**src/rtl/raptor64_bcd_addsub_seq.sv**
```systemverilog
// -----------------------------------------------------------------------------
// raptor64_bcd_addsub_seq
//   Sequential packed-BCD add/subtract unit. Processes DPC decimal digits per
//   clock, least-significant group first, with carry/borrow in and out,
//   invalid-digit flagging and a start/done handshake so the execute stage can
//   stall on it.
//
// Ports
//   clk_i   clock
//   rst_i   synchronous active-high reset
//   ld_i    start request, accepted only while idle
//   op_i    0 = add, 1 = subtract (a - b)
//   ci_i    carry in (add) / borrow in (subtract)
//   a_i     operand A, packed BCD, digit 0 in [3:0]
//   b_i     operand B, packed BCD
//   o       result, packed BCD (partially updated while busy)
//   co_o    final carry out / borrow out
//   err_o   some latched operand digit was > 9
//   busy_o  operation in progress
//   done_o  one-cycle completion pulse
// -----------------------------------------------------------------------------
module raptor64_bcd_addsub_seq #(
   parameter int unsigned WID = 64,
   parameter int unsigned DPC = 2
) (
   input  logic           clk_i,
   input  logic           rst_i,
   input  logic           ld_i,
   input  logic           op_i,
   input  logic           ci_i,
   input  logic [WID-1:0] a_i,
   input  logic [WID-1:0] b_i,
   output logic [WID-1:0] o,
   output logic           co_o,
   output logic           err_o,
   output logic           busy_o,
   output logic           done_o
);

   localparam int unsigned GW = 4 * DPC;          // bits per digit group
   localparam int unsigned N  = WID / GW;         // number of groups
   localparam int unsigned CW = $clog2(N + 1);    // group counter width
   localparam logic [CW-1:0] LastG = CW'(N - 1);

   typedef enum logic {StIdle, StRun} state_e;

   state_e         r_state, w_state_nx;
   logic [WID-1:0] r_a, w_a_nx;
   logic [WID-1:0] r_b, w_b_nx;
   logic [WID-1:0] r_o, w_o_nx;
   logic [CW-1:0]  r_g, w_g_nx;
   logic           r_op, w_op_nx;
   logic           r_c, w_c_nx;
   logic           r_co, w_co_nx;
   logic           r_err, w_err_nx;
   logic           r_done, w_done_nx;

   logic [GW-1:0]  w_grp;
   logic           w_grp_c;
   logic           w_bad;

   // Digit-serial ripple through one group. r_a/r_b are shifted down each
   // cycle, so the current group always sits in the low GW bits.
   always_comb begin : grp_chain
      logic       c;
      logic [3:0] da, db;
      logic [4:0] s;
      logic [5:0] d;
      c     = r_c;
      da    = '0;
      db    = '0;
      s     = '0;
      d     = '0;
      w_grp = '0;
      for (int k = 0; k < DPC; k++) begin
         da = r_a[4*k +: 4];
         db = r_b[4*k +: 4];
         if (!r_op) begin
            s = {1'b0, da} + {1'b0, db} + {4'b0, c};
            if (s > 5'd9) begin
               w_grp[4*k +: 4] = s[3:0] + 4'd6;
               c = 1'b1;
            end else begin
               w_grp[4*k +: 4] = s[3:0];
               c = 1'b0;
            end
         end else begin
            // 6-bit two's complement covers -16..15 for raw 4-bit digits
            d = {2'b0, da} - {2'b0, db} - {5'b0, c};
            if (d[5]) begin
               w_grp[4*k +: 4] = d[3:0] + 4'd10;
               c = 1'b1;
            end else begin
               w_grp[4*k +: 4] = d[3:0];
               c = 1'b0;
            end
         end
      end
      w_grp_c = c;
   end

   // Invalid-digit scan of the incoming operands, latched at load.
   always_comb begin
      w_bad = 1'b0;
      for (int k = 0; k < WID / 4; k++) begin
         if (a_i[4*k +: 4] > 4'd9 || b_i[4*k +: 4] > 4'd9) begin
            w_bad = 1'b1;
         end
      end
   end

   always_comb begin
      w_state_nx = r_state;
      w_a_nx     = r_a;
      w_b_nx     = r_b;
      w_o_nx     = r_o;
      w_g_nx     = r_g;
      w_op_nx    = r_op;
      w_c_nx     = r_c;
      w_co_nx    = r_co;
      w_err_nx   = r_err;
      w_done_nx  = 1'b0;
      case (r_state)
         StIdle: begin
            if (ld_i) begin
               w_state_nx = StRun;
               w_a_nx     = a_i;
               w_b_nx     = b_i;
               w_op_nx    = op_i;
               w_c_nx     = ci_i;
               w_g_nx     = '0;
               w_err_nx   = w_bad;
            end
         end
         StRun: begin
            w_a_nx = r_a >> GW;
            w_b_nx = r_b >> GW;
            for (int k = 0; k < N; k++) begin
               if (r_g == CW'(k)) begin
                  w_o_nx[k*GW +: GW] = w_grp;
               end
            end
            w_c_nx = w_grp_c;
            w_g_nx = r_g + CW'(1);
            if (r_g == LastG) begin
               w_state_nx = StIdle;
               w_done_nx  = 1'b1;
               w_co_nx    = w_grp_c;
            end
         end
         default: w_state_nx = StIdle;
      endcase
   end

   always_ff @(posedge clk_i) begin
      if (rst_i) begin
         r_state <= StIdle;
         r_a     <= '0;
         r_b     <= '0;
         r_o     <= '0;
         r_g     <= '0;
         r_op    <= 1'b0;
         r_c     <= 1'b0;
         r_co    <= 1'b0;
         r_err   <= 1'b0;
         r_done  <= 1'b0;
      end else begin
         r_state <= w_state_nx;
         r_a     <= w_a_nx;
         r_b     <= w_b_nx;
         r_o     <= w_o_nx;
         r_g     <= w_g_nx;
         r_op    <= w_op_nx;
         r_c     <= w_c_nx;
         r_co    <= w_co_nx;
         r_err   <= w_err_nx;
         r_done  <= w_done_nx;
      end
   end

   assign o      = r_o;
   assign co_o   = r_co;
   assign err_o  = r_err;
   assign busy_o = (r_state == StRun);
   assign done_o = r_done;

endmodule

```
**config.mk**
```make
export PLATFORM = sky130hd
export DESIGN_NAME = raptor64_bcd_addsub_seq
export DESIGN_NICKNAME = d
export VERILOG_FILES = /design/src/rtl/raptor64_bcd_addsub_seq.sv
export SDC_FILE = /design/constraint.sdc
export NUM_CORES = 1
export LEC_CHECK = 0
export ABC_AREA = 1
export CORE_MARGIN = 4
export CORE_UTILIZATION = 52
export DETAILED_ROUTE_END_ITERATION = 16
export GPL_TIMING_DRIVEN = 0
export PLACE_DENSITY = 0.8
export SLEW_MARGIN = 20
export SYNTH_ARGS = -nofsm -noshare
export SYNTH_HDL_FRONTEND = slang
export SYNTH_SLANG_ARGS = --single-unit
export TNS_END_PERCENT = 10
```
**constraint.sdc**
```tcl
create_clock -name clk_i -period 5.18 [get_ports clk_i]
set_input_delay 1.036 -clock clk_i [delete_from_list [all_inputs] [get_ports clk_i]]
set_output_delay 1.036 -clock clk_i [all_outputs]
set_load 0.02 [all_outputs]
```
# --- Word-level counts from Yosys, hierarchy flattened ---
# Cells that the tools add are included.
word_totals:
  regBits: 202
  output_inout_bits: 68
  in_bits: 133
  wordCells: 140
op_classes:
  n_mux: 40
  bitwise: 1
  n_lt_le_gt_ge: 34
  n_addsub: 13
  n_eq_ne: 8
  n_reduce_logical: 27
op_table:
  columns: ["operator", "count"]
  rows:
  - ["64-bit one-hot mux with 2 select lines", 2]
  - ["4-bit greater-than comparator (second input constant)", 32]
  - ["64-bit two-way mux", 2]
  - ["4-bit two-way mux", 7]
  - ["1-bit two-way mux", 26]
  - ["2-bit AND reduction", 9]
  - ["4-bit by 3-bit equality test with 1-bit output (second input constant)", 4]
  - ["1-bit logical OR", 16]
  - ["5-bit by 2-bit subtractor with 6-bit output", 2]
  - ["4-bit by 4-bit adder with 5-bit output", 2]
  - ["5-bit by 1-bit adder with 5-bit output", 2]
  - ["5-bit by 4-bit greater-than comparator with 1-bit output (second input constant)", 2]
  - ["4-bit by 4-bit subtractor with 5-bit output", 2]
  - ["4-bit by 3-bit adder with 4-bit output (second input constant)", 2]
  - ["4-bit adder (second input constant)", 2]
  - ["4-bit by 2-bit equality test with 1-bit output (second input constant)", 2]
  - ["4-bit one-hot mux with 2 select lines", 1]
  - ["4-bit by 1-bit adder with 4-bit output (second input constant)", 1]
  - ["4-bit by 1-bit equality test with 1-bit output (second input constant)", 1]
  - ["4-bit zero test", 1]
  - ["1-bit one-hot mux with 2 select lines", 2]
  - ["2-bit != test (second input constant)", 1]
  - ["2-bit OR reduction", 1]
  - ["1-bit inverter", 1]

# --- Longest topological paths before layout ---
logic_depth:
  word_depth: 18
  depth_mapped: 34
  mapped_depth_nobuf: 34

# --- Least setup slack after synthesis ---
# Ideal clock, no wire load.
synth_path:
  path_kind: "reg-to-reg"
  startpoint: "reg r_a[0]"
  endpoint: "reg r_o[5], in the netlist o[5]"
  path_slack_ps: 1115
  synth_period_minus_slack_ps: 4065
  n_path_buf: 0
  t_arrival_ps: 4010
  path_stages_with_launch: 30
  cell_sequence: "dfxtp_1 inv_1 fa_1 inv_1 fa_1 inv_1 ha_1 inv_1 o21ai_0 nand2_1 inv_1 nand3_2 nand2_1 nand2_1 o21ai_0 inv_1 fa_1 inv_1 fa_1 inv_1 ha_1 nand2_1 a21boi_2 nand3_2 nand2_2 nand2_1 nand3_2 nand3_1 nand2_1 inv_1"
synth_via:
  elab_chain_cells: 9
  elab_cells_between_ends: 16
  cone_classes: "8 x add/sub; 2 x order compare; 6 x mux"
synth_rtl:
  columns: ["element", "line", "text"]
  rows:
  - ["from (decl)", "48", "logic [WID-1:0] r_a, w_a_nx;"]
  - ["from (signal assigned)", "169", "r_a <= w_a_nx;"]
  - ["4-bit by 4-bit adder with 5-bit output", "79", "s = {1'b0, da} + {1'b0, db} + {4'b0, c};"]
  - ["5-bit by 1-bit adder with 5-bit output", "79", null]
  - ["5-bit by 4-bit greater-than comparator with 1-bit output", "80", "if (s > 5'd9) begin"]
  - ["1-bit two-way mux", "80", null]
  - ["1-bit two-way mux *", "78", "if (!r_op) begin"]
  - ["5-bit by 1-bit adder with 5-bit output or 5-bit by 2-bit subtractor with 6-bit output (tied branches)", "79, 89", null]
  - ["4-bit by 3-bit adder with 4-bit output, or another cell as far along", "81", "w_grp[4*k +: 4] = s[3:0] + 4'd6;"]
  - ["4-bit two-way mux, on equally long branches", "80, 90", null]
  - ["4-bit two-way mux *", "78", null]
  - ["to (signal assigned)", "171", "r_o <= w_o_nx;"]
  - ["to (decl)", "50", "logic [WID-1:0] r_o, w_o_nx;"]
# Mark *: on every way between the ends. The rest lies on a longest branch, timed or not.
# A chain may end at the register's enable or synchronous reset.

# --- Worst setup path after layout ---
layout_path:
  startpoint: "reg r_b[0]"
  endpoint: "reg r_o[38], in the netlist o[38]"
layout_via:
  elab_chain_cells: 9
  elab_cells_between_ends: 16
  cone_classes: "8 x add/sub; 2 x order compare; 6 x mux"
layout_rtl:
  columns: ["element", "line", "text"]
  rows:
  - ["from (decl)", "49", "logic [WID-1:0] r_b, w_b_nx;"]
  - ["from (signal assigned)", "170", "r_b <= w_b_nx;"]
  - ["4-bit by 4-bit adder with 5-bit output", "79", null]
  - ["5-bit by 1-bit adder with 5-bit output", "79", null]
  - ["5-bit by 4-bit greater-than comparator with 1-bit output", "80", null]
  - ["1-bit two-way mux", "80", null]
  - ["1-bit two-way mux *", "78", null]
  - ["5-bit by 1-bit adder with 5-bit output or 5-bit by 2-bit subtractor with 6-bit output (tied branches)", "79, 89", null]
  - ["4-bit by 3-bit adder with 4-bit output, or another cell as far along", "81", null]
  - ["4-bit two-way mux, on equally long branches", "80, 90", null]
  - ["4-bit two-way mux *", "78", null]
# Marked as above.

==> results.sh <==
export IMPL_synth_nets=1672
export IMPL_synth_cells=1506
export IMPL_worstSetupStartpointType="flip-flop"
export IMPL_vias_per_cell=5.28
export IMPL_critPathArrivalTime_ns=5.22
export IMPL_finalCritPeriodShare_pct=92.3
export IMPL_whs_path_depth=2
export IMPL_whs_endpoint="o[58]"
export IMPL_skew_ns=0.0182
export IMPL_pre_cts_ws_ns=0.433
export IMPL_hp_class="flip-flop to flip-flop"
export IMPL_yosysWarnings=0
export IMPL_relSlewSlack_pct=49.5
export IMPL_post_cts_buffers=0
export IMPL_clockBufferDepth=3
export IMPL_yosysSeqAreaShare_pct=39.7
export IMPL_die_h_um=148
export IMPL_crit_top_cell="inv_1"
export IMPL_netlist_area_um2=10200
export IMPL_numCtsBuffers=21
export IMPL_ys_types=39
export IMPL_final_nets=1894
export IMPL_rr_startpoint="r_b[0]"
export IMPL_final_max_slew_violation_count=0
export IMPL_core_area_um2=19000
export IMPL_cts_clk_slew_worst_paths_ns=0.06
export IMPL_die_area_um2=21900
export IMPL_antenna_found_initial=1
export IMPL_cellPowerDensity_nw_per_um2=307
export IMPL_cts_tree="done"
export IMPL_grt_start_max_net_pins=15
export IMPL_fill_cells=1593
export IMPL_wl_per_cell_um=16.1
export IMPL_antenna_left=0
export IMPL_dp_cells=1965
export IMPL_end_kind="flip-flop"
export IMPL_tns_ns=0
export IMPL_rsz0062_at_grt="false"
export IMPL_io_pins=201
export IMPL_grt_pass1_vias=9751
export IMPL_rrSetupSlack_ns=0.40
export IMPL_syn_avg_cell_area_um2=6.76
export IMPL_worst_slack_ns=0.398
export IMPL_start_util_pct=53.7
export IMPL_holdWs_ns=0.456
export IMPL_root_buffer="clkbuf_16"
export IMPL_slowest_stage="fa_1"
export IMPL_io_buffer_count=199
export IMPL_setup_worst_path_class="flip-flop to flip-flop"
export IMPL_cts_sinks=202
export IMPL_overflow=0
export IMPL_crit_fanout=8
export IMPL_rr_endpoint="o[38]"
export IMPL_power_leakage_nw=6.72
export IMPL_route_vias_total=10600
export IMPL_globalplace_congestion=0.920
export IMPL_fmax_ghz=0.209
export IMPL_die_w_um=148
export IMPL_dp_hpwl_mm=24.3
export IMPL_outcome="finished clean"
export IMPL_clkLatencyLatePin_ns=0.51
export IMPL_grt_pass1_wl_mm=49.7
export IMPL_finalHoldViolCount=0
export IMPL_htree_levels=1
export IMPL_cpPeakStageDelay_ns=0.46
export IMPL_syn_to_final_growth_pct=30.0
export IMPL_worst_slew_pin_transition_ns=0.750
export IMPL_cap_violations=0
export IMPL_num_rows=50
export IMPL_min_from="o[58]"
export IMPL_stdcell_count=2003
export IMPL_grt_usage_pct=28.0
export IMPL_peakVddDrop_mv=0.214
export IMPL_fin_util_pct=69.8
export IMPL_finalSetupViolations=0
export IMPL_finalWirelength_mm=32.2
export IMPL_fin_crit_ns=4.78
export IMPL_r2r_cells=29
export IMPL_drive_gt1_share_pct=5.85
export IMPL_antenna_cells=0
export IMPL_dr_pass1_iters=6
export IMPL_ys_ff_latch=202
export IMPL_drtIter0Drc=841
export IMPL_required_ns=5.62
export IMPL_drc_errors=0
-- layer usage --
metal  vias up  GRT usage [%]  share of wire, %
met2       553           47.1                46
met5         -              0             0.040
li1       5125              -                 -
met1      4800           35.9                39
met3        92           4.57                10
met4         2           11.9               4.4
-- state kept, by name (all words and copies together), names as in the netlist, 4 cells and up --
| name | cells |
|---|---|
| r_b | 64 |
| o | 64 |
| r_a | 64 |
| r_g | 4 |
-- per-stage QoR --
stage,power [W],instance area (um2)
finish,0.00407,13200
global route,0.00423,13200
CTS,0.00406,13200
detailed placement,0.00247,12500
global placement,0.00244,12500
floorplan,0.00216,10200
-- synthesized netlist by cell type (all sizes together) --
cell type    count  area share [%]
nand2          509              19
inv            236             8.7
dfxtp          202              40
nand3          130             7.1
nor2           116             4.7
o21ai           68             3.3
a22oi           57             4.2
a21oi           50             2.7
clkbuf          41             1.8
buf             28             1.7
ha              27             3.3
fa               6             1.2
nor3             5            0.25
a31o             4            0.34
o21a             4            0.29
nand4            3            0.18
o211ai           3            0.22
o21bai           3            0.26
xor2             3            0.26
clkinv           2           0.074
dlygate4sd1      2            0.17
nor4             2            0.12
a211oi           1           0.074
a21boi           1            0.11
and2             1           0.061
dlygate4sd3      1           0.098
o221ai           1           0.086
-- report_power, final --
| group | internal, W | total [W] | switching [W] |
|---|---|---|---|
| sequential | 0.00163 | 0.00168 | 0.0000497 |
| clock | 0.000981 | 0.00162 | 0.000636 |
| combinational | 0.000299 | 0.000776 | 0.000477 |
| total | 0.00290 | 0.00407 | 0.00116 |
-- layout make-up --
cell class | count | area (um2) | share of cell area (%)
Clock inverter | 9 | 154 | 1.16
Buffer | 72 | 389 | 2.94
Inverter | 238 | 893 | 6.75
Sequential cell | 202 | 4040 | 30.5
Multi-Input combinational cell | 994 | 4870 | 36.8
Timing Repair Buffer | 199 | 1990 | 15.0
Clock buffer | 29 | 576 | 4.35
Tap cell | 260 | 325 | 2.46
-- critical path: cells and delay by family (launching register included) --
kind	cells	cell delay, ns
and+or+nand+nor	11	1.09
buffers and inverters	9	0.74
AOI/OAI and AO/OA	3	0.48
adders and majority gates	6	2.01
DFF	1	0.38
-- cells in the final DEF, fill, tap and decap left out, types with 3 or more instances in the layout --
cell type and n:
o21ai_0 68, clkbuf_8 5, a31o_2 4, nand4_1 3, ha_1 27, nor3_1 5
xor2_1 3, clkdlybuf4s50_1 199, nor2_2 3, clkbuf_1 43, inv_1 235, buf_2 21
fa_1 6, bufinv_16 4, clkbuf_16 21, nor2_1 108, nand2_1 504, nand2_2 5
a21oi_1 46, buf_6 6, dfxtp_1 202, o21a_1 4, a22oi_1 57, a21oi_2 3
nand3_1 115, nor2_4 5, o211ai_1 3, nand3_2 14
-- kinds of logic after synthesis --
family | share of synthesized area [%]
and+or+nand+nor | 31.3
DFF | 39.7
xor gates and xnor gates | 0.258
adders and majority gates | 4.50
AOI/OAI and AO/OA | 11.6
buffers and inverters | 12.6
-- timing repair --
action                     in CTS  in global routing
hold buffers                    0                  0
setup endpoints to repair       0                  2
gates resized for setup         0                  1
-- worst max-delay path by stage --
stage            end  cells after the start   start  slack (ns)
2_1_floorplan   o[5]                     29  r_a[0]        1.11
3_3_place_gp    o[5]                     29  r_b[0]        0.55
3_5_place_dp   o[45]                     29  r_b[0]        0.43
4_1_cts        o[45]                     29  r_b[0]        0.40
5_1_grt        o[46]                     29  r_b[0]       0.006
6_report       o[38]                     29  r_b[0]        0.40
Note: power is estimated with default switching activity, not from simulation.
